## src/rtl/cp0_pkg.sv

```systemverilog
// CP0 shared definitions: register numbers, exception codes, field positions.
// Timer registers only exist when CP0_TIMER_EN is defined.
package cp0_pkg;

  localparam logic [4:0] REG_COUNT   = 5'd9;
  localparam logic [4:0] REG_COMPARE = 5'd11;
  localparam logic [4:0] REG_SR      = 5'd12;
  localparam logic [4:0] REG_CAUSE   = 5'd13;
  localparam logic [4:0] REG_EPC     = 5'd14;
  localparam logic [4:0] REG_PRID    = 5'd15;

  localparam logic [4:0] EXC_INT  = 5'd0;
  localparam logic [4:0] EXC_ADEL = 5'd4;
  localparam logic [4:0] EXC_ADES = 5'd5;
  localparam logic [4:0] EXC_RI   = 5'd10;
  localparam logic [4:0] EXC_OV   = 5'd12;

  localparam int SR_IE     = 0;
  localparam int SR_EXL    = 1;
  localparam int SR_IM_LO  = 10;
  localparam int CA_EXC_LO = 2;
  localparam int CA_IP_LO  = 10;
  localparam int CA_BD     = 31;

  localparam logic [31:0] HANDLER_PC = 32'h0000_4180;

endpackage

```

## src/rtl/cp0_timer.sv

```systemverilog
// CP0 Count/Compare timer with sticky compare-match flag.
// Instantiated by cp0_exc_ctrl only under CP0_TIMER_EN.
module cp0_timer (
  input  logic        Clk,
  input  logic        Reset,
  input  logic        we_count,
  input  logic        we_compare,
  input  logic [31:0] din,
  output logic [31:0] count,
  output logic [31:0] compare,
  output logic        tip
);

  logic [31:0] count_q, count_d;
  logic [31:0] compare_q, compare_d;
  logic        tip_q, tip_d;

  always_comb begin
    count_d   = count_q + 32'd1;
    compare_d = compare_q;
    tip_d     = tip_q | (count_q == compare_q);
    if (we_count) count_d = din;
    if (we_compare) begin
      compare_d = din;
      tip_d     = 1'b0;
    end
  end

  always_ff @(posedge Clk or negedge Reset) begin
    if (!Reset) begin
      count_q   <= '0;
      compare_q <= 32'hFFFF_FFFF;
      tip_q     <= 1'b0;
    end else begin
      count_q   <= count_d;
      compare_q <= compare_d;
      tip_q     <= tip_d;
    end
  end

  assign count   = count_q;
  assign compare = compare_q;
  assign tip     = tip_q;

endmodule

```

## src/rtl/cp0_exc_ctrl.sv

```systemverilog
// CP0 exception/interrupt controller beside M: SR, Cause, EPC, PRId.
// Define CP0_TIMER_EN to add Count/Compare feeding HWInt[7].
module cp0_exc_ctrl
  import cp0_pkg::*;
#(
  parameter logic [31:0] PRID_VAL = 32'h4255_4141
) (
  input  logic        Clk,
  input  logic        Reset,
  input  logic [5:0]  HWInt,
  input  logic [4:0]  ExcCodeM,
  input  logic [31:0] PCM,
  input  logic        BDM,
  input  logic        WE,
  input  logic [4:0]  WAddr,
  input  logic [4:0]  RAddr,
  input  logic [31:0] DIn,
  input  logic        EretM,
  output logic [31:0] DOut,
  output logic        IntReq,
  output logic [31:0] EPCOut,
  output logic        EXLOut
);

  logic [5:0]  im_q, im_d;
  logic        exl_q, exl_d;
  logic        ie_q, ie_d;
  logic        bd_q, bd_d;
  logic [5:0]  ip_q, ip_d;
  logic [4:0]  exc_q, exc_d;
  logic [31:0] epc_q, epc_d;

  logic [5:0]  hw;
  logic        int_pend;
  logic        exc_pend;
  logic        wr_ok;
  logic [31:0] sr_rd;
  logic [31:0] cause_rd;

`ifdef CP0_TIMER_EN
  logic [31:0] count;
  logic [31:0] compare;
  logic        tip;

  cp0_timer u_timer (
    .Clk        (Clk),
    .Reset      (Reset),
    .we_count   (wr_ok && WAddr == REG_COUNT),
    .we_compare (wr_ok && WAddr == REG_COMPARE),
    .din        (DIn),
    .count      (count),
    .compare    (compare),
    .tip        (tip)
  );

  assign hw = HWInt | {tip, 5'b0};
`else
  assign hw = HWInt;
`endif

  assign int_pend = (|(hw & im_q)) & ie_q & ~exl_q;
  assign exc_pend = (ExcCodeM != EXC_INT) & ~exl_q;
  assign IntReq   = int_pend | exc_pend;
  // The instruction in M is flushed on IntReq, so its mtc0 must not land.
  assign wr_ok    = WE & ~IntReq;

  always_comb begin
    im_d  = im_q;
    exl_d = exl_q;
    ie_d  = ie_q;
    bd_d  = bd_q;
    ip_d  = hw;
    exc_d = exc_q;
    epc_d = epc_q;
    if (IntReq) begin
      exl_d = 1'b1;
      exc_d = int_pend ? EXC_INT : ExcCodeM;
      bd_d  = BDM;
      epc_d = BDM ? PCM - 32'd4 : PCM;
    end else begin
      if (EretM) exl_d = 1'b0;
      if (WE) begin
        case (WAddr)
          REG_SR: begin
            im_d  = DIn[SR_IM_LO +: 6];
            exl_d = DIn[SR_EXL];
            ie_d  = DIn[SR_IE];
          end
          REG_EPC: epc_d = {DIn[31:2], 2'b00};
          default: ;
        endcase
      end
    end
  end

  always_ff @(posedge Clk or negedge Reset) begin
    if (!Reset) begin
      im_q  <= '0;
      exl_q <= 1'b0;
      ie_q  <= 1'b0;
      bd_q  <= 1'b0;
      ip_q  <= '0;
      exc_q <= '0;
      epc_q <= '0;
    end else begin
      im_q  <= im_d;
      exl_q <= exl_d;
      ie_q  <= ie_d;
      bd_q  <= bd_d;
      ip_q  <= ip_d;
      exc_q <= exc_d;
      epc_q <= epc_d;
    end
  end

  assign sr_rd    = {16'b0, im_q, 8'b0, exl_q, ie_q};
  assign cause_rd = {bd_q, 15'b0, ip_q, 3'b0, exc_q, 2'b0};

  always_comb begin
    DOut = '0;
    unique case (1'b1)
      (RAddr == REG_SR):      DOut = sr_rd;
      (RAddr == REG_CAUSE):   DOut = cause_rd;
      (RAddr == REG_EPC):     DOut = epc_q;
      (RAddr == REG_PRID):    DOut = PRID_VAL;
`ifdef CP0_TIMER_EN
      (RAddr == REG_COUNT):   DOut = count;
      (RAddr == REG_COMPARE): DOut = compare;
`endif
      default:                DOut = '0;
    endcase
  end

  assign EPCOut = epc_q;
  assign EXLOut = exl_q;

endmodule

```

## config.mk

```make
export PLATFORM = sky130hd
export DESIGN_NAME = cp0_exc_ctrl
export DESIGN_NICKNAME = d
export VERILOG_FILES = /design/src/rtl/cp0_pkg.sv /design/src/rtl/cp0_timer.sv /design/src/rtl/cp0_exc_ctrl.sv
export SDC_FILE = /design/constraint.sdc
export NUM_CORES = 1
export LEC_CHECK = 0
export CAP_MARGIN = 20
export CELL_PAD_IN_SITES_DETAIL_PLACEMENT = 1
export CELL_PAD_IN_SITES_GLOBAL_PLACEMENT = 1
export CORE_MARGIN = 10
export CORE_UTILIZATION = 32
export DETAILED_ROUTE_END_ITERATION = 8
export GPL_TIMING_DRIVEN = 1
export PLACE_DENSITY_LB_ADDON = 0.05
export SKIP_LAST_GASP = 1
export SLEW_MARGIN = 20
export SYNTH_ARGS = -nofsm -noshare
export SYNTH_HDL_FRONTEND = slang
export SYNTH_SLANG_ARGS = --single-unit
export TNS_END_PERCENT = 1
```

## constraint.sdc

```tcl
create_clock -name Clk -period 4.6 [get_ports Clk]
set_input_delay 0.92 -clock Clk [delete_from_list [all_inputs] [get_ports Clk]]
set_output_delay 0.92 -clock Clk [all_outputs]
set_load 0.05 [all_outputs]
```

==> impl_metrics.csv <==
group,metric,value,unit
finish,area_delta_synth_final,62.4,%
timing,worst_pin_slew,0.774,ns
grt,grt_pass1_wl,19500,um
logic_synthesis,ys_top_cells_by_area,"dfrtp_1 40%, mux2i_1 18%, xnor2_1 5.9%",
die,rows,36,
worst_setup_path,r2r_end,"im_q[5]$_DFFE_PN0P_",
clock_tree,clk_pin_slew_worst_paths,0.10,ns
min_path,hold_class,"reg -> reg",
power,p_leak,2.32,nW
power,pwr-share-comb,0.561,
logic_synthesis,synth_top_family_by_area,"simple AND/OR/NAND/NOR gates",
clock_tree,ctsHoldBuffers,0,
worst_setup_path,cp-end-kind,"output pin",
finish,drive_above_1_share,0.133,
logic_synthesis,synth_compound_area_frac,0.0715,
clock_tree,htree_num_levels,2,
worst_setup_path,path_cells,"clkdlybuf4s50_1 -> nor2b_1 -> buf_4 -> a21oi_1 -> nor2_1 -> buf_12",
clock_tree,post_cts_buffers,0,
logic_synthesis,synth_fp_nets,427,
logic_synthesis,synth-edff-count,0,
logic_synthesis,yosysSeqAreaShare,0.398,
clock_tree,clk_latency,0.31,ns
power,p_sw,0.00127,W
drt,post_drt_wl_per_cell,19.8,um
timing,skew,0.0105,ns
grt,grt_max_degree,32,
logic_synthesis,async_flop_share,1.00,
clock_tree,cts_inserted_buffers,5,
logic_synthesis,yosys.area_share.simple,0.215,
die,die_y,121,um
power,p_int,0.00144,W
power,power.share.clock,0.140,
worst_setup_path,startpoint,"RAddr[1]",
logic_synthesis,synthMuxAreaShare,0.205,
drt,viasPerCell,5.00,
die,ios,156,
clock_tree,clock_sinks,52,
logic_synthesis,synthCells,336,
timing,finalCritPeriodShare,0.846,
logic_synthesis,synth.yosys.warnings,0,
clock_tree,cts_resized,0,
power,power.share.switching,0.469,
power,max-vdd-ir-drop,0.325,mV
clock_tree,clockBufferDepth,2,
worst_setup_path,crit_end,"DOut[13]",
worst_setup_path,cp_slowest_cell,"clkdlybuf4s50_1",
logic_synthesis,ys_seq_elements,52,
logic_synthesis,synthDominantCellAreaShare,0.398,
drt,finalWirelength,12300,um
grt,track_usage,0.167,
worst_setup_path,reg2reg_from,"im_q[0]$_DFFE_PN0P_",
worst_setup_path,startpoint_type,"input pin",
timing,fmax,0.257,GHz
logic_synthesis,synth_top_area_cell,"dfrtp_1",
drt,via_count,3118,
worst_setup_path,required,3.68,ns
worst_setup_path,reg2reg_depth,6,
worst_setup_path,r2r_slack,2.31,ns
timing,slew_violations,0,
placement,port_buffers,155,
power,power_density,509,nW/um^2
timing,hold_viol,0,
finish,antenna_cells,0,
drt,first_pass_iters,4,
logic_synthesis,yosys.area_share.xor_xnor,0.0750,
timing,worst_hold_slack,0.530,ns
grt,antenna_found_initial,0,
clock_tree,cts-root-buf,"clkbuf_8",
min_path,hold_depth,1,
flow_run,cap_violations,0,
logic_synthesis,synthFlopType,"dfrtp_1",
worst_setup_path,cp.arrival,2.97,ns
logic_synthesis,ys_types,45,
finish,nNetsFinal,581,
placement,dpl.hpwl,9920,um
timing,setup_violations,0,
placement,gp_congestion,0.773,
drt,drt-initial-drc-count,129,
die,start_util,0.332,
timing,min_period,3.89,ns
grt,grt_pass1_vias,3574,
die,die_w,121,um
logic_synthesis,netlist_area,3270,um^2
die,core_area,9860,um^2
die,die_area,14700,um^2
worst_setup_path,cp_slowest_stage_delay,0.73,ns
drt,ant_nets,0,
timing,setup_tns,0,ns
worst_setup_path,critical_path.max_fanout,15,
logic_synthesis,synth_fa_ha_area_frac,0.00383,
worst_setup_path,critical_path_class,"in -> out",
clock_tree,cts_tree,"built",
grt,grt-ovfl-total,0,
outcome,status,"completed",
power,seqPwrFrac,0.299,
timing,slew_headroom,0.483,
logic_synthesis,synth.avg_cell_area,9.73,um^2
drt,drc,0,
timing,rsz0062_at_grt,"false",
-- cell type report --
type | instances | area (um^2)
clock inverter | 2 | 60.1
clock buffer | 5 | 68.8
fill | 1071 | 4550
timing repair buffer | 164 | 1800
tap | 133 | 166
multi-input combinational | 259 | 1880
inverter | 8 | 30.0
sequential | 52 | 1300
-- critical path, delay by kind of cell --
family                 cells  cell delay, ns
buffers and inverters      3            1.15
AO/OA/AOI/OAI              1            0.07
AND/OR/NAND/NOR            2            0.82
-- worst min-delay path by stage --
stage | startpoint | endpoint
global route | im_q[2]$_DFFE_PN0P_ | im_q[2]$_DFFE_PN0P_
detailed placement | bd_q$_DFFE_PN0N_ | bd_q$_DFFE_PN0N_
finish | bd_q$_DFFE_PN0N_ | bd_q$_DFFE_PN0N_
CTS | bd_q$_DFFE_PN0N_ | bd_q$_DFFE_PN0N_
global placement | bd_q$_DFFE_PN0N_ | bd_q$_DFFE_PN0N_
floorplan | bd_q$_DFFE_PN0N_ | bd_q$_DFFE_PN0N_
-- sequential cells by signal (all words and copies together), names as in the netlist --
register,cells
EPCOut,32
im_q,6
ip_q,6
exc_q,5
EXLOut,1
bd_q,1
ie_q,1
-- cells in the final DEF, fill, tap and decap left out, types with 2 or more instances in the layout --
| cell | netlist | routed |
|---|---|---|
| dfrtp_1 | 52 | 52 |
| clkdlybuf4s50_1 | 0 | 124 |
| and2_1 | 11 | 11 |
| a21oi_1 | 7 | 7 |
| xor2_1 | 6 | 6 |
| nand3_1 | 7 | 6 |
| nor2_1 | 39 | 39 |
| nor4_1 | 8 | 8 |
| mux2i_1 | 58 | 58 |
| o21ai_0 | 18 | 18 |
| bufinv_16 | 0 | 2 |
| nor2b_1 | 5 | 5 |
| inv_1 | 8 | 8 |
| mux2_2 | 8 | 8 |
| nand3b_1 | 4 | 4 |
| a22o_1 | 3 | 3 |
| nor3b_1 | 3 | 3 |
| xnor2_1 | 22 | 22 |
| clkbuf_8 | 0 | 5 |
| buf_4 | 0 | 18 |
| nand4_1 | 2 | 2 |
| nand2_1 | 17 | 17 |
| nor3_1 | 14 | 14 |
| buf_12 | 0 | 21 |
| a22oi_1 | 5 | 5 |
| nor4_2 | 2 | 2 |
-- stage by stage --
| stage | area, um^2 | total power [W] | std cells | worst slack [ns] | utilization |
|---|---|---|---|---|---|
| finish | 5310 | 0.00270 | 623 | 0.709 | 0.539 |
| global route | 5310 | 0.00286 | 623 | 0.519 | 0.539 |
| CTS | 5310 | 0.00274 | 623 | 0.660 | 0.539 |
| detailed placement | 5180 | 0.00236 | 616 | 0.663 | 0.525 |
| global placement | 5180 | 0.00232 | 616 | 0.680 | 0.525 |
| floorplan | 3270 | 0.00174 | 336 | 1.19 | - |
-- logic make-up (layout without fill, tap and decap cells) --
kind of cell	Yosys count	count (layout)
adder cells (fa/ha/maj)	1	1
flip-flops	52	52
multiplexers	66	66
XOR/XNOR	28	28
AO/OA/AOI/OAI	39	39
AND/OR/NAND/NOR	125	125
buffers and inverters	25	179
-- layer usage --
metal	up-vias	part of all wire	global-route usage
met5	-	0	0
met4	0	0.0090	0.0332
met3	8	0.088	0.0647
met2	99	0.50	0.296
met1	1514	0.41	0.186
li1	1497	-	-
-- power by group through the flow --
stage | registers, W | logic [W] | clock network (W)
after floorplan | 0.00129 | 0.000445 | 0
after CTS | 0.000815 | 0.00154 | 0.000385
after detailed placement | 0.000822 | 0.00153 | 0
after global placement | 0.000812 | 0.00151 | 0
final | 0.000809 | 0.00152 | 0.000377
after global routing | 0.000845 | 0.00161 | 0.000404
-- cell usage after synthesis (3+ instances only) --
cell      instances
a21oi_1           7
a22o_1            3
a22oi_1           5
and2_1           11
buf_2             3
clkbuf_1         12
dfrtp_1          52
inv_1             8
mux2_2            8
mux2i_1          58
nand2_1          17
nand3_1           7
nand3b_1          4
nor2_1           39
nor2b_1           5
nor3_1           14
nor3b_1           3
nor4_1            8
o21ai_0          18
xnor2_1          22
xor2_1            6
Note: power is estimated with default switching activity, not from simulation.
